`src/rtl/alu_issue_if.sv`:
```
// alu_issue_if: instruction handshake, ALU operand/result bus, writeback
// report and illegal-instruction status for the alu_issue stage.
// The "master" modport is the issue stage itself; "slave" is its environment
// (fetch side, ALU and observers).
interface alu_issue_if #(
  parameter int COUNT_W = 16
);
  logic               instr_valid;
  logic               instr_ready;
  logic [31:0]        instr;
  logic [31:0]        alu_a;
  logic [31:0]        alu_b;
  logic [2:0]         alu_operation;
  logic               alu_control;
  logic               alu_lt;
  logic               alu_ltu;
  logic [31:0]        alu_result;
  logic               wb_valid;
  logic [4:0]         wb_rd;
  logic [31:0]        wb_data;
  logic               illegal;
  logic [COUNT_W-1:0] illegal_count;

  modport master (
    input  instr_valid, instr, alu_result,
    output instr_ready, alu_a, alu_b, alu_operation, alu_control,
           alu_lt, alu_ltu, wb_valid, wb_rd, wb_data, illegal, illegal_count
  );

  modport slave (
    output instr_valid, instr, alu_result,
    input  instr_ready, alu_a, alu_b, alu_operation, alu_control,
           alu_lt, alu_ltu, wb_valid, wb_rd, wb_data, illegal, illegal_count
  );
endinterface

```
`src/rtl/alu_issue.sv`:
```
// alu_issue: single-issue RV32I OP / OP-IMM decode and operand stage.
// Decodes an accepted instruction, reads rs1/rs2 from a 32x32 register file,
// registers the ALU inputs (plus signed/unsigned less-than flags) and writes
// the combinational ALU result back to rd one cycle later.
// Optional feature macro: ALU_ISSUE_FORWARD_EN
//   defined   - a read of the register still in flight is taken from
//               alu_result; instr_ready is always 1.
//   undefined - such a read stalls instr_ready low for one cycle until the
//               write has landed in the register file.
module alu_issue #(
  parameter int COUNT_W = 16
) (
  input logic         clk,
  input logic         rst_n,
  alu_issue_if.master bus
);

  localparam logic [6:0] OPC_OP     = 7'b0110011;
  localparam logic [6:0] OPC_OP_IMM = 7'b0010011;
  localparam logic [6:0] F7_ZERO    = 7'b0000000;
  localparam logic [6:0] F7_ALT     = 7'b0100000;

  // Instruction fields
  logic [6:0]  opcode;
  logic [4:0]  rd;
  logic [2:0]  funct3;
  logic [4:0]  rs1;
  logic [4:0]  rs2;
  logic [11:0] imm;

  assign opcode = bus.instr[6:0];
  assign rd     = bus.instr[11:7];
  assign funct3 = bus.instr[14:12];
  assign rs1    = bus.instr[19:15];
  assign rs2    = bus.instr[24:20];
  assign imm    = bus.instr[31:20];

  logic is_op;
  logic is_op_imm;
  logic legal;
  logic dec_control;

  assign is_op     = (opcode == OPC_OP);
  assign is_op_imm = (opcode == OPC_OP_IMM);

  // Execute-stage state
  logic              ex_valid;
  logic [4:0]        ex_rd;
  logic [31:0]       alu_a_q;
  logic [31:0]       alu_b_q;
  logic [2:0]        alu_op_q;
  logic              alu_ctrl_q;
  logic              alu_lt_q;
  logic              alu_ltu_q;
  logic              wb_valid_q;
  logic [4:0]        wb_rd_q;
  logic [31:0]       wb_data_q;
  logic              illegal_q;
  logic [COUNT_W-1:0] ill_cnt_q;

  logic [31:0] rf [32];

  // Legality check: funct7 (imm[11:5]) constraints per opcode and funct3
  // NOTE: every variable written in always_comb gets a default first, so no
  // path can leave it unassigned and infer a latch.
  always_comb begin
    legal = 1'b0;
    if (is_op) begin
      legal = (imm[11:5] == F7_ZERO) ||
              ((imm[11:5] == F7_ALT) && ((funct3 == 3'b000) || (funct3 == 3'b101)));
    end else if (is_op_imm) begin
      case (funct3)
        3'b001:  legal = (imm[11:5] == F7_ZERO);
        3'b101:  legal = (imm[11:5] == F7_ZERO) || (imm[11:5] == F7_ALT);
        default: legal = 1'b1;
      endcase
    end
  end

  // instr[30] selects sub/sra for OP, but only sra for the OP-IMM shifts
  assign dec_control = is_op ? bus.instr[30] : ((funct3 == 3'b101) && bus.instr[30]);

  // Register file reads; x0 is hard-wired to zero
  logic [31:0] rs1_val;
  logic [31:0] rs2_val;

  assign rs1_val = (rs1 == 5'd0) ? 32'd0 : rf[rs1];
  assign rs2_val = (rs2 == 5'd0) ? 32'd0 : rf[rs2];

  // A source matches the destination whose write is still pending this cycle
  logic fwd_a;
  logic fwd_b;

  assign fwd_a = ex_valid && (ex_rd != 5'd0) && (rs1 == ex_rd);
  assign fwd_b = ex_valid && (ex_rd != 5'd0) && is_op && (rs2 == ex_rd);

  logic [31:0] op_a;
  logic [31:0] op_rs2;
  logic [31:0] op_b;
  logic        ready;

`ifdef ALU_ISSUE_FORWARD_EN
  assign op_a   = fwd_a ? bus.alu_result : rs1_val;
  assign op_rs2 = fwd_b ? bus.alu_result : rs2_val;
  assign ready  = 1'b1;
`else
  assign op_a   = rs1_val;
  assign op_rs2 = rs2_val;
  assign ready  = !(fwd_a || fwd_b);
`endif

  assign op_b = is_op ? op_rs2 : {{20{imm[11]}}, imm};

  logic accept;
  assign accept = bus.instr_valid && ready;

  // Execute stage: latch ALU inputs on accept; ex_valid marks a pending write
  // NOTE: sequential state uses non-blocking assignments so every flop samples
  // pre-edge values regardless of statement order.
  always_ff @(posedge clk or negedge rst_n) begin
    if (!rst_n) begin
      ex_valid   <= 1'b0;
      ex_rd      <= 5'd0;
      alu_a_q    <= 32'd0;
      alu_b_q    <= 32'd0;
      alu_op_q   <= 3'd0;
      alu_ctrl_q <= 1'b0;
      alu_lt_q   <= 1'b0;
      alu_ltu_q  <= 1'b0;
    end else if (accept) begin
      ex_valid   <= legal;
      ex_rd      <= rd;
      alu_a_q    <= op_a;
      alu_b_q    <= op_b;
      alu_op_q   <= funct3;
      alu_ctrl_q <= dec_control;
      alu_lt_q   <= ($signed(op_a) < $signed(op_b));
      alu_ltu_q  <= (op_a < op_b);
    end else begin
      ex_valid <= 1'b0;
    end
  end

  // Writeback: commit alu_result to rd and report it; x0 writes are dropped
  // NOTE: the register file is reset explicitly because reads after reset
  // must return 0; this makes it flops rather than an inferred RAM.
  always_ff @(posedge clk or negedge rst_n) begin
    if (!rst_n) begin
      for (int i = 0; i < 32; i++) rf[i] <= 32'd0;
      wb_valid_q <= 1'b0;
      wb_rd_q    <= 5'd0;
      wb_data_q  <= 32'd0;
    end else if (ex_valid && (ex_rd != 5'd0)) begin
      rf[ex_rd]  <= bus.alu_result;
      wb_valid_q <= 1'b1;
      wb_rd_q    <= ex_rd;
      wb_data_q  <= bus.alu_result;
    end else begin
      wb_valid_q <= 1'b0;
    end
  end

  // Illegal-instruction pulse and saturating counter
  always_ff @(posedge clk or negedge rst_n) begin
    if (!rst_n) begin
      illegal_q <= 1'b0;
      ill_cnt_q <= '0;
    end else begin
      illegal_q <= accept && !legal;
      if (accept && !legal && (ill_cnt_q != '1)) ill_cnt_q <= ill_cnt_q + COUNT_W'(1);
    end
  end

  assign bus.instr_ready   = ready;
  assign bus.alu_a         = alu_a_q;
  assign bus.alu_b         = alu_b_q;
  assign bus.alu_operation = alu_op_q;
  assign bus.alu_control   = alu_ctrl_q;
  assign bus.alu_lt        = alu_lt_q;
  assign bus.alu_ltu       = alu_ltu_q;
  assign bus.wb_valid      = wb_valid_q;
  assign bus.wb_rd         = wb_rd_q;
  assign bus.wb_data       = wb_data_q;
  assign bus.illegal       = illegal_q;
  assign bus.illegal_count = ill_cnt_q;

endmodule

```
`src/flat_wrapper.sv`:
```
// flat-port wrapper written by rule: the top's interface ports become plain ports
module alu_issue_flat 
#(
  parameter int COUNT_W = 16
)
  (clk, rst_n, bus_instr_valid, bus_instr, bus_alu_result, bus_instr_ready, bus_alu_a, bus_alu_b, bus_alu_operation, bus_alu_control, bus_alu_lt, bus_alu_ltu, bus_wb_valid, bus_wb_rd, bus_wb_data, bus_illegal, bus_illegal_count);
  alu_issue_if #(.COUNT_W(COUNT_W)) bus_i ();
  input logic clk;
  input logic rst_n;
  input wire logic [$bits(bus_i.instr_valid)-1:0] bus_instr_valid;
  input wire logic [$bits(bus_i.instr)-1:0] bus_instr;
  input wire logic [$bits(bus_i.alu_result)-1:0] bus_alu_result;
  output wire logic [$bits(bus_i.instr_ready)-1:0] bus_instr_ready;
  output wire logic [$bits(bus_i.alu_a)-1:0] bus_alu_a;
  output wire logic [$bits(bus_i.alu_b)-1:0] bus_alu_b;
  output wire logic [$bits(bus_i.alu_operation)-1:0] bus_alu_operation;
  output wire logic [$bits(bus_i.alu_control)-1:0] bus_alu_control;
  output wire logic [$bits(bus_i.alu_lt)-1:0] bus_alu_lt;
  output wire logic [$bits(bus_i.alu_ltu)-1:0] bus_alu_ltu;
  output wire logic [$bits(bus_i.wb_valid)-1:0] bus_wb_valid;
  output wire logic [$bits(bus_i.wb_rd)-1:0] bus_wb_rd;
  output wire logic [$bits(bus_i.wb_data)-1:0] bus_wb_data;
  output wire logic [$bits(bus_i.illegal)-1:0] bus_illegal;
  output wire logic [$bits(bus_i.illegal_count)-1:0] bus_illegal_count;
  assign bus_i.instr_valid = bus_instr_valid;
  assign bus_i.instr = bus_instr;
  assign bus_i.alu_result = bus_alu_result;
  assign bus_instr_ready = bus_i.instr_ready;
  assign bus_alu_a = bus_i.alu_a;
  assign bus_alu_b = bus_i.alu_b;
  assign bus_alu_operation = bus_i.alu_operation;
  assign bus_alu_control = bus_i.alu_control;
  assign bus_alu_lt = bus_i.alu_lt;
  assign bus_alu_ltu = bus_i.alu_ltu;
  assign bus_wb_valid = bus_i.wb_valid;
  assign bus_wb_rd = bus_i.wb_rd;
  assign bus_wb_data = bus_i.wb_data;
  assign bus_illegal = bus_i.illegal;
  assign bus_illegal_count = bus_i.illegal_count;
  alu_issue #(.COUNT_W(COUNT_W)) u_core (.clk(clk), .rst_n(rst_n), .bus(bus_i));
endmodule
```
`config.mk`:
```
export PLATFORM = sky130hd
export DESIGN_NAME = alu_issue_flat
export DESIGN_NICKNAME = d
export VERILOG_FILES = /design/src/rtl/alu_issue_if.sv /design/src/rtl/alu_issue.sv /design/src/flat_wrapper.sv
export SDC_FILE = /design/constraint.sdc
export NUM_CORES = 2
export LEC_CHECK = 0
export CAP_MARGIN = 20
export CORE_MARGIN = 10
export CORE_UTILIZATION = 45
export CTS_BUF_LIST = sky130_fd_sc_hd__clkbuf_2
export DETAILED_ROUTE_END_ITERATION = 10
export PLACE_DENSITY = 0.62
export SYNTH_ARGS = -nofsm -noshare
export SYNTH_HDL_FRONTEND = slang
export SYNTH_SLANG_ARGS = --single-unit
```
`constraint.sdc`:
```
create_clock -name clk -period 4.5 [get_ports clk]
set_input_delay 0.9 -clock clk [delete_from_list [all_inputs] [get_ports clk]]
set_output_delay 0.9 -clock clk [all_outputs]
set_load 0.01 [all_outputs]
```
==> metrics.md <==
| Metric | Value |
|---|---|
| Clk root buf | `clkbuf_2` |
| Crit Path Max Fanout | `5` |
| Vias per inst | `6.23` |
| Crit path from | `u_core.ex_rd[1]$_DFFE_PN0P_` |
| Critical Path Sink | `bus_instr_ready` |
| Status | `complete, no violations` |
| Power per standard cell area | `307 mW/mm^2` |
| Global-route wire length before repair | `between 200 and 300 mm` |
| Primary FF master, synth | `dfrtp_1` |
| Period utilisation layout | `0.957` |
| Initial antenna violation count | `9` |
| Die area | `0.149 sq mm` |
| Final Max Tran Viols | `0` |
| Slowest library cell on the worst path | `dfrtp_2` |
| Leak | `31.5 nW` |
| Overall die width | `386 um` |
| CTS H-tree lvls | `5` |
| Internal Dissipation | `15.2 mW` |
| Synth-to-Final Area Change | `16.9%` |
| Comb pwr share | `0.143` |
| Clock period minus final worst setup slack | `4.31 ns` |
| Wirelength per Cell | `31.3 um` |
| Initial DRT Pass Iterations | `10` |
| DP HPWL | `between 100 and 150 mm` |
| Post-Syn Area | `0.0601 sq mm` |
| Buf/Inv on CP | `2` |
| I/O pin cnt | `about 190` |
| Critical path data required time | `3.60 ns` |
| CTS tree | `done` |
| Sw Share | `0.295` |
| Yosys warnings | `0` |
| Seq/Total Area, Yosys | `0.481` |
| Clk slew on worst S/H paths | `0.09 ns` |
| Switch Pwr | `about 6.3 mW` |
| Crit path cell chain | `or2_4, o41ai_4, inv_2, o21ai_2, dlygate4sd2_1` |
| Post-synth net total | `just over 4k` |
| Worst R2R Setup Slack | `0.72 ns` |
| Clk_skew | `around 0.23 ns` |
| Vias in the first global route | `41.3k` |
| CP peak stage delay | `0.48 ns` |
| Layout cell share with drive strength beyond 1 | `0.544` |
| Peak VDD IR | `248 uV` |
| Synthesis-stage register bit count | `1155` |
| Crit path kind | `flop to primary output` |
| Largest net degree at the start of global routing | `118` |
| Total negative slack | `0 ns` |
| Hold Crit Class | `input port to flop` |
| FP Rows | `134` |
| Num CTS Buffers | `330` |
| Mapped Avg Cell Area | `between 15 and 20 sq um` |
| Slew @ Worst Pin | `roughly 1.2 ns` |
| Final #Nets | `4570` |
| EDFF count, synth | `0` |
| Final Hold Vio Count | `0` |
| Worst path top cell family by delay | `flip-flops` |
| Worst setup SP type | `flop` |
| FFs w/ async S/R, synth | `1.00` |
| Critical Path AT | `between 3 and 4 ns` |
| WL final | `202 mm` |
| Post-Synthesis Cells | `between 3k and 4k` |
| Die H | `386 um` |
| Port bufs | `about 190` |
| Pre-CTS setup slack | `-0.244 ns` |
| Slew headroom | `0.185` |
| Gr ovfl total | `0` |
| Starting density of the core | `0.452` |
| CTS max path bufs | `4` |
| Yosys cell types | `roughly 60` |
| Reg2Reg Depth | `12` |
| Seq pwr share | `0.510` |
| Clock Sinks | `1155` |
| Worst skew pair latency | `between 1.5 and 2 ns` |
| Fmax | `about 230 MHz` |
| Design Area, Final | `0.0703 sq mm` |
| Worst setup EP type | `primary output` |
| Placed cell area | `0.0665 sq mm` |
| Drc violations | `0` |
| Antenna viol nets, final | `0` |
| Clock Power Share | `0.347` |
| Final number of setup-violating endpoints | `0` |
| Max-Cap Viols | `0` |
| Final core utilization | `0.528` |
| First DRT Iteration DRCs | `3433` |
| Total Routing Usage GR | `0.270` |
| Reg2reg start | `u_core.rf[17]$_DFFE_PN0P_` |
| Final GP Congestion | `0.855` |
| Via count | `40.1k` |
| WP depth | `5` |
| Final hold slack | `about 0.10 ns` |
| Worst setup margin | `0.194 ns` |
| Reg-to-Reg End | `u_core.bus.alu_lt$_DFFE_PN0P_` |
| Core Area | `0.133 sq mm` |
==> through the flow <==
stage	std cells	power [mW]
finish	6441	21.5
detailed placement	5837	14.2
floorplan	3947	12.6
global route	6440	22.6
CTS	6401	21.7
global placement	5833	14.1
==> Yosys cell counts, types with 5 or more instances <==
cell | instances | area share
mux2i_1 | 58 | 0.0097
mux2_2 | 1008 | 0.19
a211oi_1 | 10 | 0.0012
nand4b_1 | 5 | 0.00073
mux4_2 | 581 | 0.22
nand2_1 | 211 | 0.013
a221oi_1 | 12 | 0.0017
nor4_1 | 8 | 0.00083
nor2b_1 | 9 | 0.00094
buf_6 | 8 | 0.0015
nand2b_1 | 6 | 0.00062
nand4_1 | 9 | 0.00094
o221ai_1 | 12 | 0.0017
o21ai_0 | 7 | 0.00058
inv_1 | 10 | 0.00062
a2111oi_0 | 5 | 0.00073
a21oi_2 | 12 | 0.0017
xnor2_1 | 9 | 0.0013
ha_1 | 32 | 0.0067
clkinv_1 | 32 | 0.0020
o22ai_1 | 14 | 0.0015
clkbuf_1 | 282 | 0.018
xor2_1 | 17 | 0.0025
a31oi_1 | 9 | 0.00094
nand3_1 | 13 | 0.0011
o21ai_1 | 64 | 0.0053
a22oi_1 | 8 | 0.0010
buf_4 | 10 | 0.0012
dfrtp_1 | 1155 | 0.48
nor2_1 | 49 | 0.0031
buf_1 | 55 | 0.0034
o211ai_1 | 8 | 0.0010
buf_2 | 69 | 0.0057
a21oi_1 | 27 | 0.0022
mux2_1 | 66 | 0.012
nor3_1 | 19 | 0.0016
==> worst min path at each step <==
stage | startpoint | to | cells after the start
6_report | bus_alu_result[24] | u_core.bus.wb_data[24]$_DFFE_PN0P_ | 4
5_1_grt | bus_alu_result[24] | u_core.bus.wb_data[24]$_DFFE_PN0P_ | 4
4_1_cts | bus_instr[25] | u_core.bus.alu_b[5]$_DFFE_PN0P_ | 4
3_5_place_dp | u_core.rf[996]$_DFFE_PN0P_ | u_core.rf[996]$_DFFE_PN0P_ | 0
3_3_place_gp | u_core.rf[996]$_DFFE_PN0P_ | u_core.rf[996]$_DFFE_PN0P_ | 0
2_1_floorplan | u_core.rf[996]$_DFFE_PN0P_ | u_core.rf[996]$_DFFE_PN0P_ | 1
==> placed cells by master (no fill, tap or decap), drive strengths merged, types with 12 or more instances in the layout <==
cell	instances
dfrtp	1155
mux2	1074
mux4	581
clkbuf	487
buf	387
nand2	211
clkdlybuf4s50	180
o21ai	72
clkinv	70
mux2i	58
nor2	49
dlygate4sd3	43
a21oi	39
ha	32
nor3	19
xor2	17
inv	17
o22ai	14
nand3	13
o221ai	12
a221oi	12
==> tightest hold or removal path, cell delays in order <==
cell             delay [ns]
clkdlybuf4s50_1        0.47
buf_16                 0.20
nand2_1                0.07
nand2_1                0.04
==> registers in the layout, summed over array words and instances (netlist names) <==
register,flops
u_core.bus.wb_rd,5
u_core.bus.alu_ltu,1
u_core.bus.alu_lt,1
u_core.bus.alu_operation,3
u_core.bus.illegal_count,16
u_core.bus.alu_b,32
u_core.ex_valid,1
u_core.ex_rd,5
u_core.bus.alu_control,1
u_core.bus.wb_data,32
u_core.bus.alu_a,32
u_core.bus.wb_valid,1
u_core.rf,1024
u_core.bus.illegal,1
==> per-layer routing <==
metal / part of all wire / vias up / global-route usage
met1: 0.42 / 21584 / 0.374
met2: 0.46 / 1824 / 0.408
met4: 0.036 / 8 / 0.0997
li1: - / 16307 / -
met3: 0.086 / 423 / 0.0742
met5: 0.00020 / - / 0
==> cell type report <==
cell class	instances	area [sq um]
inverters	44	165
flip-flops and latches	1155	28900
well taps	1768	2210
multi-input cells	2324	29500
clock inverters	46	256
fillers	11208	62900
repair buffers	616	6790
diodes	6	15.0
clock buffers	482	2410
==> power groups by stage <==
stage	combinational, mW	sequential [mW]	clock, mW
after floorplan	1.50	11.2	0
after global placement	2.94	11.2	0
after detailed placement	2.98	11.2	0
after CTS	3.03	11.0	7.72
after global routing	3.29	11.0	8.24
final	3.08	11.0	7.48
==> kinds of logic (layout without fill, tap and decap cells) <==
group | Yosys count | count (layout) | synth area share
buffers and inverters | 468 | 1188 | 0.0323
multiplexers | 1713 | 1713 | 0.428
other | 0 | 6 | 0
XOR/XNOR | 26 | 26 | 0.00379
AND/OR/NAND/NOR | 343 | 343 | 0.0247
AO/OA/AOI/OAI | 210 | 210 | 0.0233
adder cells (fa/ha/maj) | 32 | 32 | 0.00666
flip-flops | 1155 | 1155 | 0.481
==> what timing repair did <==
action,CTS,global route
hold buffers,32,12
setup endpoints to repair,1,0
endpoints found under the hold margin,1119,22
resized for setup,8,0
buffers inserted,4,0
Note: power is estimated with default switching activity, not from simulation.
